===== config.mk =====
export PLATFORM = sky130hd
export DESIGN_NAME = guess_game_controller
export DESIGN_NICKNAME = d
export VERILOG_FILES = /design/src/rtl/guess_game_pkg.sv /design/src/rtl/rise_detect.sv /design/src/rtl/guess_game_controller.sv
export SDC_FILE = /design/constraint.sdc
export NUM_CORES = 1
export LEC_CHECK = 0
export BUFFER_PORTS_ARGS = -buffer_cell sky130_fd_sc_hd__buf_2
export CAP_MARGIN = 20
export CORE_UTILIZATION = 35
export CTS_CLUSTER_SIZE = 25
export DETAILED_ROUTE_END_ITERATION = 8
export GPL_TIMING_DRIVEN = 0
export SYNTH_ARGS = -nofsm -noshare
export SYNTH_HDL_FRONTEND = slang
export SYNTH_SLANG_ARGS = --single-unit

===== constraint.sdc =====
create_clock -name clk -period 1.5 [get_ports clk]
set_clock_uncertainty 0.1 [all_clocks]
set_input_delay 0.075 -clock clk [delete_from_list [all_inputs] [get_ports clk]]
set_output_delay 0.075 -clock clk [all_outputs]
set_load 0.01 [all_outputs]

===== src/rtl/guess_game_pkg.sv =====
// guess_game_pkg: shared operand width, attempt limit and state encoding for the guessing game
package guess_game_pkg;
   localparam int W = 3;
   localparam int MAX_TRIES_DEF = 4;
   typedef enum logic [2:0] {
      ST_IDLE  = 3'd0,
      ST_PLAY  = 3'd1,
      ST_CHECK = 3'd2,
      ST_WIN   = 3'd3,
      ST_LOSE  = 3'd4
   } state_t;
endpackage


===== src/rtl/rise_detect.sv =====
// rise_detect: one-cycle pulse on the 0->1 transition of an already synchronized level
module rise_detect (
   input  logic clk,
   input  logic rst_n,
   input  logic in,
   output logic rise
);
   logic prev;
   // remember the previous level so a held input fires only once
   always_ff @(posedge clk or negedge rst_n) begin
      if (!rst_n) prev <= 1'b0;
      else prev <= in;
   end
   assign rise = in & ~prev;
endmodule


===== src/rtl/guess_game_controller.sv =====
// guess_game_controller: sequences a number-guessing game around an external comparator
module guess_game_controller
   import guess_game_pkg::*;
#(
   parameter int MAX_TRIES = MAX_TRIES_DEF
) (
   input  logic         clk,
   input  logic         rst_n,
   input  logic         START,
   input  logic         SUBMIT,
   input  logic [W-1:0] SW,
   input  logic         GT,
   input  logic         LT,
   input  logic         EQ,
   output logic [W-1:0] GUESS,
   output logic [W-1:0] SECRET,
   output logic [W-1:0] TRIES,
   output logic         HIGH,
   output logic         LOW,
   output logic         WIN,
   output logic         LOSE,
   output logic         ERR
);
   localparam logic [W-1:0] MAX_T = W'(MAX_TRIES);
   state_t state;
   logic [W-1:0] seed;
   logic start_rise, submit_rise;
   rise_detect u_start (.clk(clk), .rst_n(rst_n), .in(START), .rise(start_rise));
   rise_detect u_submit (.clk(clk), .rst_n(rst_n), .in(SUBMIT), .rise(submit_rise));
   // free-running seed plus game FSM; CHECK lets the comparator settle on the registered operands
   always_ff @(posedge clk or negedge rst_n) begin
      if (!rst_n) begin
         state  <= ST_IDLE;
         seed   <= '0;
         GUESS  <= '0;
         SECRET <= '0;
         TRIES  <= '0;
         HIGH   <= 1'b0;
         LOW    <= 1'b0;
         WIN    <= 1'b0;
         LOSE   <= 1'b0;
         ERR    <= 1'b0;
      end else begin
         seed <= seed + 1'b1;
         if (start_rise && state != ST_CHECK) begin
            SECRET <= seed;
            TRIES  <= '0;
            HIGH   <= 1'b0;
            LOW    <= 1'b0;
            WIN    <= 1'b0;
            LOSE   <= 1'b0;
            ERR    <= 1'b0;
            state  <= ST_PLAY;
         end else if (state == ST_PLAY && submit_rise) begin
            GUESS <= SW;
            TRIES <= TRIES + 1'b1;
            state <= ST_CHECK;
         end else if (state == ST_CHECK) begin
            if (!$onehot({GT, LT, EQ})) begin
               ERR   <= 1'b1;
               LOSE  <= 1'b1;
               HIGH  <= 1'b0;
               LOW   <= 1'b0;
               state <= ST_LOSE;
            end else if (EQ) begin
               WIN   <= 1'b1;
               HIGH  <= 1'b0;
               LOW   <= 1'b0;
               state <= ST_WIN;
            end else begin
               HIGH <= GT;
               LOW  <= LT;
               if (TRIES == MAX_T) begin
                  LOSE  <= 1'b1;
                  state <= ST_LOSE;
               end else begin
                  state <= ST_PLAY;
               end
            end
         end
      end
   end
endmodule


==> summary.txt <==
largest net degree at the start of global routing: 23
htree depth: 1
Die Ht: 55.7 um
first-pass GRT wire length: 3.41 mm
Root Driver: clkbuf_4
Peak Freq: 646 MHz
Max Cap Viol: 0
Core Box Area: 2730 um^2
Async SR Flop Fraction: 100%
CP Data Arrival Time: 1.66 ns
GRT Util Overall: 14.3%
M2 GR Usage: 22.9%
Via Count: 799
Post-DP Area: 1160 um^2
clock power share: 21.9%
Synth Instances: 86
P_sw: 679 uW
Pwr Density: 1530 nW/um^2
area delta synth->final: 36.6%
GR Util met1: 18.1%
highest-count cells in the layout ignoring fill and taps: 23 x buf_2, 20 x dfrtp_1, 9 x buf_4, 7 x dlygate4sd3_1
crit end category: flip-flop
Pins Over Slew Limit: 0
Vias/cell: 4.99
drt wl/cell: 13.0 um
register area share after synthesis: 54.5%
Hold Crit Class: in -> reg
CTS Buf Count: 3
Final #Nets: 145
Final Setup Violations: 2
final hold violations: 0
Mapped Avg Cell Area: 11.7 um^2
final worst slack: -0.0473 ns
fin crit share: 103%
Post-synth EDFFs: 0
post-DP HPWL: 1.36 mm
clock-pin transition on the worst setup and hold timing paths: 0.13 ns
Top Ports: 24
worst slew pin tran: 0.482 ns
status: finished with violations
FF/Latch Area: 553 um^2
Rel. slew slack: 67.9%
Ant. Diodes: 0
Synth Net Count: 101
vias in the first global route: 763
Post-Syn Area: 1010 um^2
busiest grt layer: met2
Pleak: 0.000695 uW
unrepaired setup endpoints after global routing: yes
startpoint types: flip-flop
required time worst endpoint: 1.61 ns
Syn. warnings: 0
DRT antenna net count: 0
Port-buffer cells: 23
DR DRC count: 0
sequential fraction of design power: 39.9%
failing checks: setup timing
Net Sw Frac: 32.3%
Int Power: 1420 uW
crit-path max FO: 4
die area: 3100 um^2
worst hold slack: 0.000432 ns
initial antenna violation count: 0
most used flip-flop cell after synthesis: dfrtp_1
CTS tree: done
share of post-route cells with drive strength above 1: 38.0%
multi-input logic area: 448 um^2
Yosys reg bits: 22
Post-Route WL: 2.08 mm
cell area after layout: 1380 um^2
Cell variety after synth: 31
DIE WIDTH: 55.7 um
minimum clock period: 1.55 ns
clk sink count: 22
Initial DRC Count: 27
Gate power share: 38.3%
clk_lat worst skew: 0.31 ns
fill count: 269
Pre-antenna DRT Iters: 4
RePlAce Congestion: 0.821
clock buffer depth: 2
total gr overflow: 0
GR Layer Usage met3: 5.35%
crit path kind: reg -> reg
IR drop worst, VDD: 1.40 mV
num rows: 19
commonest non-fill, non-tap cell in the layout: buf_2
Util after Layout: 50.4%
Final Power: 2100 uW
Starting Density: 36.9%
[flip-flops by register name (all words and copies together) (netlist names)]
signal	cells
seed	3
u_start.prev	1
GUESS	3
SECRET	3
ERR	1
LOSE	1
HIGH	1
LOW	1
u_submit.prev	1
TRIES	3
state	3
WIN	1
[cell usage after synthesis, types with 2 or more instances]
library cell   n  area [um^2]
mux2_2         3         33.8
nand3_1        7         35.0
dfrtp_1       22          551
nor3_1         2         10.0
mux2_4         2         30.0
a21oi_1        6         30.0
nand2_1        4         15.0
ha_1           4         50.1
nor2_1         3         11.3
clkbuf_1       2         7.51
inv_1          4         15.0
nor2b_1        2         12.5
or3b_1         2         17.5
o21ai_0        5         25.0
nand2b_1       2         12.5
[path summary, 6_finish.rpt]
path	depth (start not counted)	slack [ns]	to	from
max	4	-0.05	SECRET[2]$_DFFE_PN0N_	state[2]$_DFFE_PN0P_
min	4	0.0004	LOW$_DFFE_PN0P_	EQ
max reg2reg	4	-0.05	SECRET[2]$_DFFE_PN0N_	state[2]$_DFFE_PN0P_
min reg2reg	1	0.35	seed[0]$_DFF_PN0_	seed[0]$_DFF_PN0_
max in group asynchronous	2	0.81	state[0]$_DFFE_PN0P_	rst_n
min in group asynchronous	2	0.13	u_submit.prev$_DFF_PN0_	rst_n
[layout make-up]
type	count	area share [%]
Timing Repair Buffer	39	18.3
Clock buffer	3	1.63
Sequential cell	22	40.1
Clock inverter	1	2.18
Inverter	4	1.09
Buffer	3	1.36
Tap cell	31	2.81
Multi-Input combinational cell	57	32.5
[power groups by stage]
stage	sequential, uW	clock, uW	combinational, uW
floorplan	918	0	340
global placement	875	0	584
detailed placement	883	0	593
CTS	835	472	745
global route	856	503	879
finish	838	460	805
[worst max-delay path, cell delays in order (launching register included)]
cell and delay, ns:
dfrtp_2 0.45, or3b_1 0.37, buf_6 0.13, nand2b_4 0.09, mux2_4 0.30
[cell families after synthesis]
kind of cell    synth area share (%)
compound gates                  10.2
xor+xnor                       0.868
fa+ha+maj                       6.94
buf+inv                         3.35
flops                           54.5
mux                             6.32
simple gates                    17.8
[metal layers]
layer	wire length, um	up-vias
met3	97	2
met1	992	391
met4	16	0
li1	-	384
met5	0	-
met2	969	22
[metrics by stage]
step | setup WS (ns) | cells | TNS (ns)
final | -0.0473 | 160 | -0.0910
after global routing | -0.0635 | 160 | -0.366
after CTS | -0.0513 | 158 | -0.237
after detailed placement | -0.174 | 140 | -1.02
after global placement | -0.155 | 140 | -0.848
after floorplan | -0.0387 | 86 | -0.0773
[what timing repair did]
| action | CTS | global route |
|---|---|---|
| hold buffers | 7 | 0 |
| endpoints found under the hold margin | 28 | 0 |
| gates resized for setup | 3 | 5 |
| pin swaps | 0 | 2 |
| setup endpoints to repair | 9 | 12 |
| setup buffers | 7 | 2 |
(Power assumes the default switching activity.)
